$ cat src/rtl/seq_bit_serializer.sv
// Parallel-to-serial feeder for the 1011 detector: small FIFO, MSB-first gapless shifter.
// Optional even-parity bit after each word when SER_PARITY_EN is defined.
module seq_bit_serializer #(
    parameter int unsigned WIDTH    = 8,
    parameter int unsigned DEPTH    = 4,
    parameter bit          IDLE_BIT = 1'b0
) (
    input  logic                       clk,
    input  logic                       reset,
    input  logic [WIDTH-1:0]           in_data,
    input  logic                       in_valid,
    output logic                       in_ready,
    output logic                       ser_bit,
    output logic                       ser_active,
    output logic                       word_done,
    output logic [$clog2(DEPTH):0]     fifo_count
);

    localparam int unsigned AW   = $clog2(DEPTH);
    localparam int unsigned CW   = AW + 1;
    localparam int unsigned CNTW = $clog2(WIDTH);

    typedef enum logic [1:0] {
        S_IDLE,
        S_SHIFT
`ifdef SER_PARITY_EN
        , S_PARITY
`endif
    } state_t;

    logic [WIDTH-1:0] mem_q [DEPTH];
    logic [AW-1:0]    wr_ptr_q, rd_ptr_q;
    logic [CW-1:0]    count_q, count_d;
    state_t           state_q, state_d;
    logic [WIDTH-1:0] shift_q, shift_d;
    logic [CNTW-1:0]  cnt_q, cnt_d;
    logic             ser_bit_q, ser_bit_d;
    logic             active_q, active_d;
    logic             done_q, done_d;
    logic             push_c, pop_c, word_end_c;
    logic [WIDTH-1:0] head_c;
`ifdef SER_PARITY_EN
    logic             parity_q, parity_d;
`endif

    assign in_ready = !reset && (count_q < CW'(DEPTH));
    assign push_c   = in_valid && in_ready;
    assign head_c   = mem_q[rd_ptr_q];

    // FIFO storage; not reset, validity is tracked by the pointers and count
    always_ff @(posedge clk) begin
        if (push_c) begin
            mem_q[wr_ptr_q] <= in_data;
        end
    end

    always_ff @(posedge clk) begin
        if (reset) begin
            wr_ptr_q <= '0;
            rd_ptr_q <= '0;
            count_q  <= '0;
        end else begin
            if (push_c) wr_ptr_q <= wr_ptr_q + AW'(1);
            if (pop_c)  rd_ptr_q <= rd_ptr_q + AW'(1);
            count_q <= count_d;
        end
    end

    always_comb begin
        count_d = count_q;
        case ({push_c, pop_c})
            2'b10:   count_d = count_q + CW'(1);
            2'b01:   count_d = count_q - CW'(1);
            default: count_d = count_q;
        endcase
    end

    always_ff @(posedge clk) begin
        if (reset) begin
            state_q   <= S_IDLE;
            shift_q   <= '0;
            cnt_q     <= '0;
            ser_bit_q <= IDLE_BIT;
            active_q  <= 1'b0;
            done_q    <= 1'b0;
`ifdef SER_PARITY_EN
            parity_q  <= 1'b0;
`endif
        end else begin
            state_q   <= state_d;
            shift_q   <= shift_d;
            cnt_q     <= cnt_d;
            ser_bit_q <= ser_bit_d;
            active_q  <= active_d;
            done_q    <= done_d;
`ifdef SER_PARITY_EN
            parity_q  <= parity_d;
`endif
        end
    end

    always_comb begin
        state_d    = state_q;
        shift_d    = shift_q;
        cnt_d      = cnt_q;
        ser_bit_d  = ser_bit_q;
        active_d   = active_q;
        done_d     = 1'b0;
        pop_c      = 1'b0;
        word_end_c = 1'b0;
`ifdef SER_PARITY_EN
        parity_d   = parity_q;
`endif
        case (state_q)
            S_IDLE: word_end_c = 1'b1;
            S_SHIFT: begin
                if (cnt_q != '0) begin
                    ser_bit_d = shift_q[WIDTH-1];
                    shift_d   = {shift_q[WIDTH-2:0], 1'b0};
                    cnt_d     = cnt_q - CNTW'(1);
`ifndef SER_PARITY_EN
                    done_d    = (cnt_q == CNTW'(1));
`endif
                end else begin
`ifdef SER_PARITY_EN
                    ser_bit_d = parity_q;
                    done_d    = 1'b1;
                    state_d   = S_PARITY;
`else
                    word_end_c = 1'b1;
`endif
                end
            end
`ifdef SER_PARITY_EN
            S_PARITY: word_end_c = 1'b1;
`endif
            default: state_d = S_IDLE;
        endcase

        // End of a word (or idle): load the next word gaplessly, else emit the idle bit
        if (word_end_c) begin
            if (count_q != '0) begin
                pop_c     = 1'b1;
                ser_bit_d = head_c[WIDTH-1];
                shift_d   = {head_c[WIDTH-2:0], 1'b0};
                cnt_d     = CNTW'(WIDTH - 1);
                active_d  = 1'b1;
                state_d   = S_SHIFT;
`ifdef SER_PARITY_EN
                parity_d  = ^head_c;
`endif
            end else begin
                ser_bit_d = IDLE_BIT;
                active_d  = 1'b0;
                state_d   = S_IDLE;
            end
        end
    end

    assign ser_bit    = ser_bit_q;
    assign ser_active = active_q;
    assign word_done  = done_q;
    assign fifo_count = count_q;

endmodule

$ cat config.mk
export PLATFORM = sky130hd
export DESIGN_NAME = seq_bit_serializer
export DESIGN_NICKNAME = d
export VERILOG_FILES = /design/src/rtl/seq_bit_serializer.sv
export SDC_FILE = /design/constraint.sdc
export NUM_CORES = 1
export LEC_CHECK = 0
export ABC_AREA = 1
export CORE_MARGIN = 3
export CORE_UTILIZATION = 60
export CTS_BUF_LIST = sky130_fd_sc_hd__clkbuf_8
export DETAILED_ROUTE_END_ITERATION = 10
export PLACE_DENSITY = 0.82
export SLEW_MARGIN = 10
export SYNTH_ARGS = -nofsm -noshare
export SYNTH_HDL_FRONTEND = slang
export SYNTH_SLANG_ARGS = --single-unit
$ cat constraint.sdc
create_clock -name clk -period 3.4 [get_ports clk]
set_input_delay 0.34 -clock clk [delete_from_list [all_inputs] [get_ports clk]]
set_output_delay 0.34 -clock clk [all_outputs]
set_load 0.05 [all_outputs]
==> impl_results.md, run 1 <==
* Outcome: complete, no violations
* # setup viols final at 0
* Largest net degree at the start of global routing at 21
* Post-route ant nets at 0
* Initial antenna violation count at 0
* IO buf count at 17
* Worst-margin pin slew at just under 0.8 ns
* Area Growth Syn to Fin at 10.4%
* GR Util met3 at 0.0475
* CP max FO at 14
* RSZ-0062 raised after global routing: false
* # Max-Cap Violations at 0
* DRT iter0 DRCs at 92
* Final worst path period need at around 2.3 ns
* Boundary Pins at 18
* Worst skew pair latency at between 0.3 and 0.4 ns
* Crit end category: register
* First-pass GRT wire length at 7250 um
* DR vias at between 1500 and 2000
* Clk_skew at roughly 0.0075 ns
* WP data required at 3.61 ns
* Rel. slew slack at 0.480
* Setup TNS at 0 ns
* Worst-path clk slew at approximately 0.1 ns
* Clock sink count at 56
* All-layer global routing usage at 0.185
* VDD IR max at approximately 0.00039 V
* Synth cell types at 19
* # rows at 22
* # Post-CTS Setup Buffers at 0
* Area leader, netlist: edfxtp_1
* Top cell type's share of synthesized area at 0.391
* TritonCTS buffer count at 5
* Die W at ~70 um
* CP Launch Type: register
* Hpwl dp at ~3000 um
* Fin. max-slew vios at 0
* GRT overflow at 0
* Vert. Die Dim at around 70 um
* DRC errors left at 0
* Cell Area, Synth at between 2000 and 2500 sq um
* Synthesized area per cell at just over 9 sq um
* RD Place Congestion at approximately 0.76
* Share of cells above drive strength 1 at 0.0707
* CTS tree: built
* Fin crit share at 0.674
* Clock root cell: clkbuf_8
* N_diodes at 0
* Hold Slack at 0.460 ns
* GR met1 Demand/Resource at 0.237
* Synth top area cells: edfxtp_1 (39%), dfxtp_1 (20%), nand2_1 (9.9%)
* GRT Max-Usage Layer: met2
* Nets at 302
* Pleak at 1.16 nW
* Syn_nets at ~290
* Longest Clk Path Bufs at 2
* H-tree depth at 2
* CTS Hold Bufs at 0
* WL final at 4110 um
* Post-CTS Resized at 0
* DP Worst Slack at ~1.1 ns
* Seq cells post-synth at 56
* Worst EP arrival at about 2.5 ns
* Starting density of the core at 0.648
* Met2 Usage GRT at 0.307
* F_max at roughly 440 MHz
* Pre-antenna DRT Iters at 4
* Core Area at about 3800 sq um
* Cells after Synth at around 270
* Vias/cell at slightly above 5
* Seq/Total Area, Yosys at 0.586
* WS Path Type: reg -> reg
* Routed len/inst at around 12 um
* Setup ws final at 1.11 ns
* Die area at around 4900 sq um
* Vias in the first global route at ~1600
* Worst hold path type: reg -> reg
* Yosys warns at 0
* Pwr per Cell Area at roughly 820 nW/um^2
* Final Hold Fails at 0
==> flip-flops by register name (all words and copies together) (netlist names), named ones only <==
| name | flops |
|---|---|
| word_done | 1 |
| mem_q | 32 |
| ser_active | 1 |
| ser_bit | 1 |
| cnt_q | 3 |
| state_q | 1 |
| rd_ptr_q | 2 |
| fifo_count | 3 |
| wr_ptr_q | 2 |
| shift_q | 8 |
==> power breakdown <==
| part | leakage (nW) | internal [mW] | switching, mW |
|---|---|---|---|
| registers | 0.489 | 0.841 | 0.101 |
| logic | 0.623 | 0.308 | 0.615 |
| clock network | 0.0487 | 0.150 | 0.221 |
==> per-layer routing <==
layer  wire, um  share of wire
met1       1960           0.48
met2       1980           0.48
met3        132          0.032
met4         35         0.0085
met5          0              0
==> layout by cell type, fill, tap and decap left out <==
master            n
nand2_1          65
inv_1            38
nand3_1          36
edfxtp_1         32
dfxtp_1          24
nor2_1           21
clkdlybuf4s50_1  17
a21oi_1          15
ha_1              8
o21ai_0           5
clkbuf_8          5
inv_2             4
nor2_2            3
nand2_2           2
nand2_4           2
clkinv_4          2
nand3_2           1
nor3_1            1
fa_1              1
inv_6             1
==> worst max-delay path, stage by stage (launching register included) <==
cell,delay (ns)
dfxtp_1,0.33
inv_1,0.10
ha_1,0.21
nand2_4,0.10
nand2_4,0.14
nand2_2,0.19
inv_1,0.14
ha_1,0.17
inv_1,0.07
fa_1,0.38
nand2_1,0.08
nand3_1,0.10
nor2_1,0.12
nor2_1,0.05
==> synth_stat cells (all sizes together) <==
| cell | instances |
|---|---|
| nand2 | 69 |
| nor2 | 24 |
| a21oi | 15 |
| edfxtp | 32 |
| inv | 42 |
| ha | 8 |
| fa | 1 |
| nand3 | 37 |
| nor3 | 1 |
| o21ai | 5 |
| buf | 9 |
| dfxtp | 24 |
==> final cells by class <==
class / count / area, sq um
flip-flops and latches: 56 / 1440
clock buffers: 5 / 68.8
clock inverters: 3 / 26.3
fillers: 307 / 1080
multi-input cells: 160 / 792
inverters: 42 / 158
well taps: 48 / 60.1
repair buffers: 17 / 170
==> logic make-up (layout without fill, tap and decap cells) <==
family	Yosys count	in the layout	share of synthesized area
fa+ha+maj	9	9	0.0488
buf+inv	51	67	0.0921
compound gates	20	20	0.0407
simple gates	131	131	0.232
flops	56	56	0.586
==> path summary, 6_finish.rpt <==
kind / cells past startpoint / start / endpoint / slack [ns]
worst max register to register: 13 / cnt_q[0]$_SDFF_PP0_ / fifo_count[2]$_SDFFE_PP0P_ / 1.11
worst min-delay path: 2 / shift_q[0]$_SDFF_PP0_ / shift_q[0]$_SDFF_PP0_ / 0.46
worst max-delay path: 13 / cnt_q[0]$_SDFF_PP0_ / fifo_count[2]$_SDFFE_PP0P_ / 1.11
worst min register to register: 2 / shift_q[0]$_SDFF_PP0_ / shift_q[0]$_SDFF_PP0_ / 0.46
==> metrics by stage <==
step	utilization	instances	power, mW	area [sq um]
6_report	0.715	331	2.24	2720
3_3_place_gp	0.690	323	1.85	2620
5_1_grt	0.715	331	2.42	2720
4_1_cts	0.715	331	2.25	2720
3_5_place_dp	0.690	323	1.88	2620
2_1_floorplan	-	267	1.71	2460
Note: power is estimated with default switching activity, not from simulation.
==> run 2, diff against run 1 <==
--- a/config.mk
+++ b/config.mk
@@ -7,10 +7,10 @@
 export LEC_CHECK = 0
 export ABC_AREA = 1
 export CORE_MARGIN = 3
-export CORE_UTILIZATION = 60
+export CORE_UTILIZATION = 54
 export CTS_BUF_LIST = sky130_fd_sc_hd__clkbuf_8
 export DETAILED_ROUTE_END_ITERATION = 10
-export PLACE_DENSITY = 0.82
+export PLACE_DENSITY = 0.78
 export SLEW_MARGIN = 10
 export SYNTH_ARGS = -nofsm -noshare
 export SYNTH_HDL_FRONTEND = slang
==> constraint.sdc (replaced) <==
create_clock -name clk -period 2.1 [get_ports clk]
set_input_delay 0.21 -clock clk [delete_from_list [all_inputs] [get_ports clk]]
set_output_delay 0.21 -clock clk [all_outputs]
set_load 0.05 [all_outputs]
==> impl_results.md, run 2 (synthesis gave the netlist of run 1 again) <==
* Worst-margin pin slew at 0.563 ns (-0.215 ns)
* CP max FO at 8 (-6)
* Pwr per Cell Area at 1340 nW/um^2 (+63%)
* Vias/cell at 5.16 (+1.5%)
* Longest Clk Path Bufs at 2 (unchanged)
* F_max at 513 MHz (+18%)
* Core Area at 4200 sq um (+11%)
* Worst-path clk slew at 0.10 ns (about the same)
* Final worst path period need at 1.95 ns (-0.342 ns)
* Fin. max-slew vios at 0 (unchanged)
* Die area at 5400 sq um (+10%)
* RD Place Congestion at 0.817 (+8.1%)
* Dpl cells at 334 (+3.4%)
* Vert. Die Dim at 73.5 um (+4.9%)
* Worst Reg-to-Reg Cells at 14 (+1)
* Area Growth Syn to Fin at 13.9%
* GRT overflow at 0 (unchanged)
* Die W at 73.5 um (+4.9%)
* Setup ws final at 0.151 ns (-0.958 ns)
* Top reg by flops: mem_q
* # Post-CTS Setup Buffers at 0 (unchanged)
* Fillers at 339 (+10%)
* Routed len/inst at 13.0 um (+4.5%)
* TritonCTS buffer count at 5 (unchanged)
* Worst hold path type: reg -> reg
* Largest net degree at the start of global routing at 21 (unchanged)
* Pleak at 1.20 nW (+3.7%)
* # Max-Cap Violations at 0 (unchanged)
* DRC errors left at 0 (unchanged)
* First-pass GRT wire length at 7110 um (-2.0%)
* VDD IR max at 0.000697 V (+80%)
* Most frequent CP cell: nand2_1
* Rel. slew slack at 0.624 (+0.145)
* H-tree depth at 2 (unchanged)
* WS Path Type: reg -> reg
* Nets at 311 (+3.0%)
* Clock sink count at 56 (unchanged)
* WP data required at 2.35 ns (-1.26 ns)
* Final core utilization at 0.667 (-0.0480)
* Total power at 3.77 mW (+68%)
* Share of cells above drive strength 1 at 0.137 (+0.0663)
* WL final at 4430 um (+8.0%)
* IO buf count at 17 (unchanged)
* Fin crit share at 0.928 (+0.254)
* CTS Hold Bufs at 0 (unchanged)
* CP Launch Type: register
* Worst skew pair latency at 0.31 ns (about the same)
* DP Worst Slack at 0.102 ns (-1.03 ns)
* Commonest non-fill, non-tap cells in the layout: nand2_1 (65), inv_1 (35), nand3_1 (35), edfxtp_1 (32), dfxtp_1 (22)
* Outcome: complete, no violations
* N_diodes at 0 (unchanged)
* CTS tree: built
* Hpwl dp at 2950 um (-0.34%)
* All-layer global routing usage at 0.177 (-0.00784)
* Pre-antenna DRT Iters at 5 (+1)
* Final std cells w/o fill at 342 (+3.3%)
* Post-route ant nets at 0 (unchanged)
* Vias in the first global route at 1729 (+7.6%)
* Clk_skew at 0.00724 ns (-0.000243 ns)
* Commonest non-fill, non-tap cell in the layout: nand2_1
* Critical path's largest stage delay at 0.35 ns (-0.03 ns)
* Critical path cell sequence: inv_2 > ha_2 > nand2_4 > nand2_4 > nand2_2 > inv_2 > ha_2 > inv_1 > fa_2 > nand2_1 > nand3_2 > nand2_1 > nand2_1 > nor2_1
* Clock root cell: clkbuf_8
* DR vias at 1765 (+4.9%)
* # setup viols final at 0 (unchanged)
* Max FFs per register at 32 (unchanged)
* Largest registers: mem_q: 32 flops, shift_q: 8 flops
* Initial antenna violation count at 0 (unchanged)
* Post-CTS Resized at 0 (unchanged)
* Starting density of the core at 0.585 (-0.0621)
* Boundary Pins at 18 (unchanged)
* # rows at 23 (+4.5%)
* DRT iter0 DRCs at 108 (+17%)
* Final Hold Fails at 0 (unchanged)
* Crit end category: register
* Hold depth at 2 (unchanged)
* Slowest-stage cell, CP: fa_2
* Worst EP arrival at 2.20 ns (-0.30 ns)
==> run 2: path summary, 6_finish.rpt <==
path	start	slack, ns	end
min reg2reg	shift_q[0]$_SDFF_PP0_	0.45	shift_q[0]$_SDFF_PP0_
max reg2reg	cnt_q[0]$_SDFF_PP0_	0.15	fifo_count[2]$_SDFFE_PP0P_
max	cnt_q[0]$_SDFF_PP0_	0.15	fifo_count[2]$_SDFFE_PP0P_
min	shift_q[0]$_SDFF_PP0_	0.45	shift_q[0]$_SDFF_PP0_
==> run 2: worst max-delay path, delay by kind of cell, from the launching register on <==
kind | cells | cell delay, ns
fa+ha+maj | 3 | 0.71
buf+inv | 3 | 0.21
flops | 1 | 0.34
simple gates | 8 | 0.63
==> run 2: routing by layer <==
| layer | global-route usage | part of all wire |
|---|---|---|
| met4 | 0.107 | 0.028 |
| met5 | 0 | 0 |
| met1 | 0.199 | 0.44 |
| met3 | 0.0479 | 0.039 |
| met2 | 0.297 | 0.49 |
==> run 2: report_power, final <==
part	leakage [nW]	switching, mW	internal (mW)	total (mW)
sequential	0.489	0.136	1.37	1.50
combinational	0.665	1.10	0.573	1.67
clock	0.0485	0.353	0.240	0.593
total	1.20	1.59	2.18	3.77
==> run 2: area by class of cell <==
cell class,count,area (sq um),share of cell area
Clock buffer,5,68.8,0.0246
Clock inverter,3,22.5,0.00804
Inverter,42,158,0.0562
Multi-Input combinational cell,160,812,0.290
Sequential cell,56,1440,0.515
Tap cell,50,62.6,0.0223
Timing Repair Buffer,26,235,0.0839
==> run 2: through the flow <==
stage                     TNS (ns)  cell area (sq um)  hold WS (ns)
after floorplan                  0               2470         0.279
after global placement           0               2700         0.441
after detailed placement         0               2700         0.443
after CTS                        0               2790         0.458
after global routing       -0.0237               2800         0.492
final                            0               2800         0.454
==> run 3, diff against run 2 <==
--- a/config.mk
+++ b/config.mk
@@ -7,10 +7,10 @@
 export LEC_CHECK = 0
 export ABC_AREA = 1
 export CORE_MARGIN = 3
-export CORE_UTILIZATION = 54
+export CORE_UTILIZATION = 45
 export CTS_BUF_LIST = sky130_fd_sc_hd__clkbuf_8
 export DETAILED_ROUTE_END_ITERATION = 10
-export PLACE_DENSITY = 0.78
+export PLACE_DENSITY = 0.67
 export SLEW_MARGIN = 10
 export SYNTH_ARGS = -nofsm -noshare
 export SYNTH_HDL_FRONTEND = slang
==> impl_results.md, run 3 (synthesis gave the netlist of run 1 again) <==
* N_diodes at 0 (unchanged)
* Worst path top cell family by delay: adder cells
* F_max at 512 MHz (-0.24%)
* Starting density of the core at 0.473 (-0.113)
* Largest registers: mem_q: 32 flops, shift_q: 8 flops
* Critical path cell sequence: inv_2 > ha_2 > nand2_4 > nand2_4 > nand2_2 > inv_1 > ha_2 > inv_1 > fa_1 > inv_1 > nand2_1 > nand3_1 > nand2_1 > nand2_1 > nor2_1
* Hold path start: ser_active$_SDFFE_PP0N_
* Worst hold path type: reg -> reg
* Core Area at 5200 sq um (+24%)
* Rel. slew slack at 0.658 (+0.0332)
* Sw frac at 0.386 (-0.0360)
* Fillers at 488 (+44%)
* RD Place Congestion at 0.764 (-6.4%)
* Vias in the first global route at 1592 (-7.9%)
* Max FFs per register at 32 (unchanged)
* Worst skew pair latency at 0.30 ns (about the same)
* Routed len/inst at 11.6 um (-10%)
* Launch point of the worst path: cnt_q[0]$_SDFF_PP0_
* Final worst path period need at 1.95 ns (+0.00459 ns)
* GR Util met3 at 0.0372 (-0.0106)
* Commonest non-fill, non-tap cells in the layout: nand2_1 (65), inv_1 (37), nand3_1 (36), edfxtp_1 (32), dfxtp_1 (23)
* Vias/cell at 4.73 (-8.4%)
* Nets at 312 (+0.32%)
* Worst EP arrival at 2.16 ns (-0.04 ns)
* Die area at 6390 sq um (+18%)
* Post-route ant nets at 0 (unchanged)
* Clock root cell: clkbuf_8
* Vert. Die Dim at 79.9 um (+8.8%)
* Worst-path clk slew at 0.10 ns (about the same)
* # Post-CTS Setup Buffers at 0 (unchanged)
* GRT Max-Usage Layer: met2
* Pleak at 1.23 nW (+2.2%)
* Clock sink count at 56 (unchanged)
* Fin. max-slew vios at 0 (unchanged)
* Top reg by flops: mem_q
* Critical path's largest stage delay at 0.37 ns (+0.02 ns)
* P_int at 2.40 mW (+10%)
* DRC errors left at 0 (unchanged)
* Hpwl dp at 2940 um (-0.53%)
* Outcome: complete, no violations
* Worst r2r src: cnt_q[0]$_SDFF_PP0_
* Clk_skew at 0.0102 ns (+0.00296 ns)
* TritonCTS buffer count at 5 (unchanged)
* Final Hold Fails at 0 (unchanged)
* Share of cells above drive strength 1 at 0.123 (-0.0141)
* All-layer global routing usage at 0.146 (-0.0307)
* Die W at 79.9 um (+8.8%)
* Placed cell area at 2730 sq um (+1.2%)
* Worst-margin pin slew at 0.512 ns (-0.0507 ns)
* Area Growth Syn to Fin at 16.6%
* Initial antenna violation count at 0 (unchanged)
* # setup viols final at 0 (unchanged)
* Seq pwr share at 0.383 (-0.016)
* Clock power share at 0.206 (+0.049)
* GR met1 Demand/Resource at 0.180 (-0.0187)
* Fin crit share at 0.930 (+0.00219)
* Pwr per Cell Area at 1360 nW/um^2 (+1.3%)
* CP max FO at 8 (unchanged)
* CTS tree: built
* WS Path Type: reg -> reg
* DR vias at 1716 (-2.8%)
* WL final at 4220 um (-4.8%)
* H-tree depth at 2 (unchanged)
* Boundary Pins at 18 (unchanged)
* Commonest non-fill, non-tap cell in the layout: nand2_1
* VDD IR max at 0.000603 V (-14%)
* # rows at 26 (+13%)
* Slowest-stage cell, CP: fa_1
* GRT overflow at 0 (unchanged)
* # Max-Cap Violations at 0 (unchanged)
* Met2 Usage GRT at 0.239 (-0.0580)
* Switch Pwr at 1.51 mW (-5.2%)
* First-pass GRT wire length at 7150 um (+0.58%)
* Crit end category: register
* IO buf count at 17 (unchanged)
* Worst path bufs/invs at 4 (+1)
* CP Launch Type: register
* Setup TNS at 0 ns (unchanged)
* Largest net degree at the start of global routing at 18 (-14%)
* Longest Clk Path Bufs at 2 (unchanged)
* Post-CTS Resized at 0 (unchanged)
* CTS Hold Bufs at 0 (unchanged)
* Final design area excluding fillers at 2870 sq um (+2.3%)
* Gate power share at 0.412 (-0.032)
* DRT iter0 DRCs at 62 (-43%)
* WP data required at 2.31 ns (-0.04 ns)
* Pre-antenna DRT Iters at 4 (-1)
* RSZ-0062 raised after global routing: false
-- run 3: metrics by stage --
stage	cells	power, mW	hold slack [ns]	util	worst slack, ns
final	363	3.90	0.469	0.551	0.147
after global routing	363	4.23	0.488	0.551	0.000836
after CTS	363	3.94	0.470	0.550	0.115
after detailed placement	355	3.11	0.453	0.525	0.138
after global placement	355	3.09	0.441	0.525	0.200
after floorplan	267	2.78	0.279	-	0.0771
-- run 3: worst paths after layout --
check,endpoint,cells after the start,slack (ns)
setup / recovery,fifo_count[2]$_SDFFE_PP0P_,15,0.15
hold / removal,ser_active$_SDFFE_PP0N_,2,0.47
setup reg to reg,fifo_count[2]$_SDFFE_PP0P_,15,0.15
hold reg to reg,ser_active$_SDFFE_PP0N_,2,0.47
-- run 3: layout make-up --
type / instances / area (sq um) / share of cell area
clock buffer: 5 / 68.8 / 0.0240
sequential: 56 / 1440 / 0.503
timing repair buffer: 27 / 243 / 0.0846
clock inverter: 3 / 63.8 / 0.0223
multi-input combinational: 160 / 805 / 0.281
tap: 70 / 87.6 / 0.0305
inverter: 42 / 158 / 0.0550
-- run 3: metal layers --
metal | wire length [um] | up-vias
li1 | - | 893
met1 | 2090 | 799
met5 | 0 | -
met3 | 122 | 5
met4 | 59 | 0
met2 | 1950 | 19
-- run 3: worst register-to-register path: stages (launching register included) --
cell	delay, ns
dfxtp_1	0.33
inv_2	0.08
ha_2	0.19
nand2_4	0.09
nand2_4	0.07
nand2_2	0.05
inv_1	0.09
ha_2	0.18
inv_1	0.06
fa_1	0.37
inv_1	0.07
nand2_1	0.04
nand3_1	0.08
nand2_1	0.06
nand2_1	0.05
nor2_1	0.04
-- run 3: power groups by stage --
stage               Combinational [mW]  Clock [mW]  Sequential (mW)
global placement                  1.57           0             1.51
floorplan                         1.17           0             1.61
global route                      1.83       0.874             1.52
CTS                               1.61       0.837             1.49
detailed placement                1.60           0             1.52
finish                            1.61       0.803             1.49
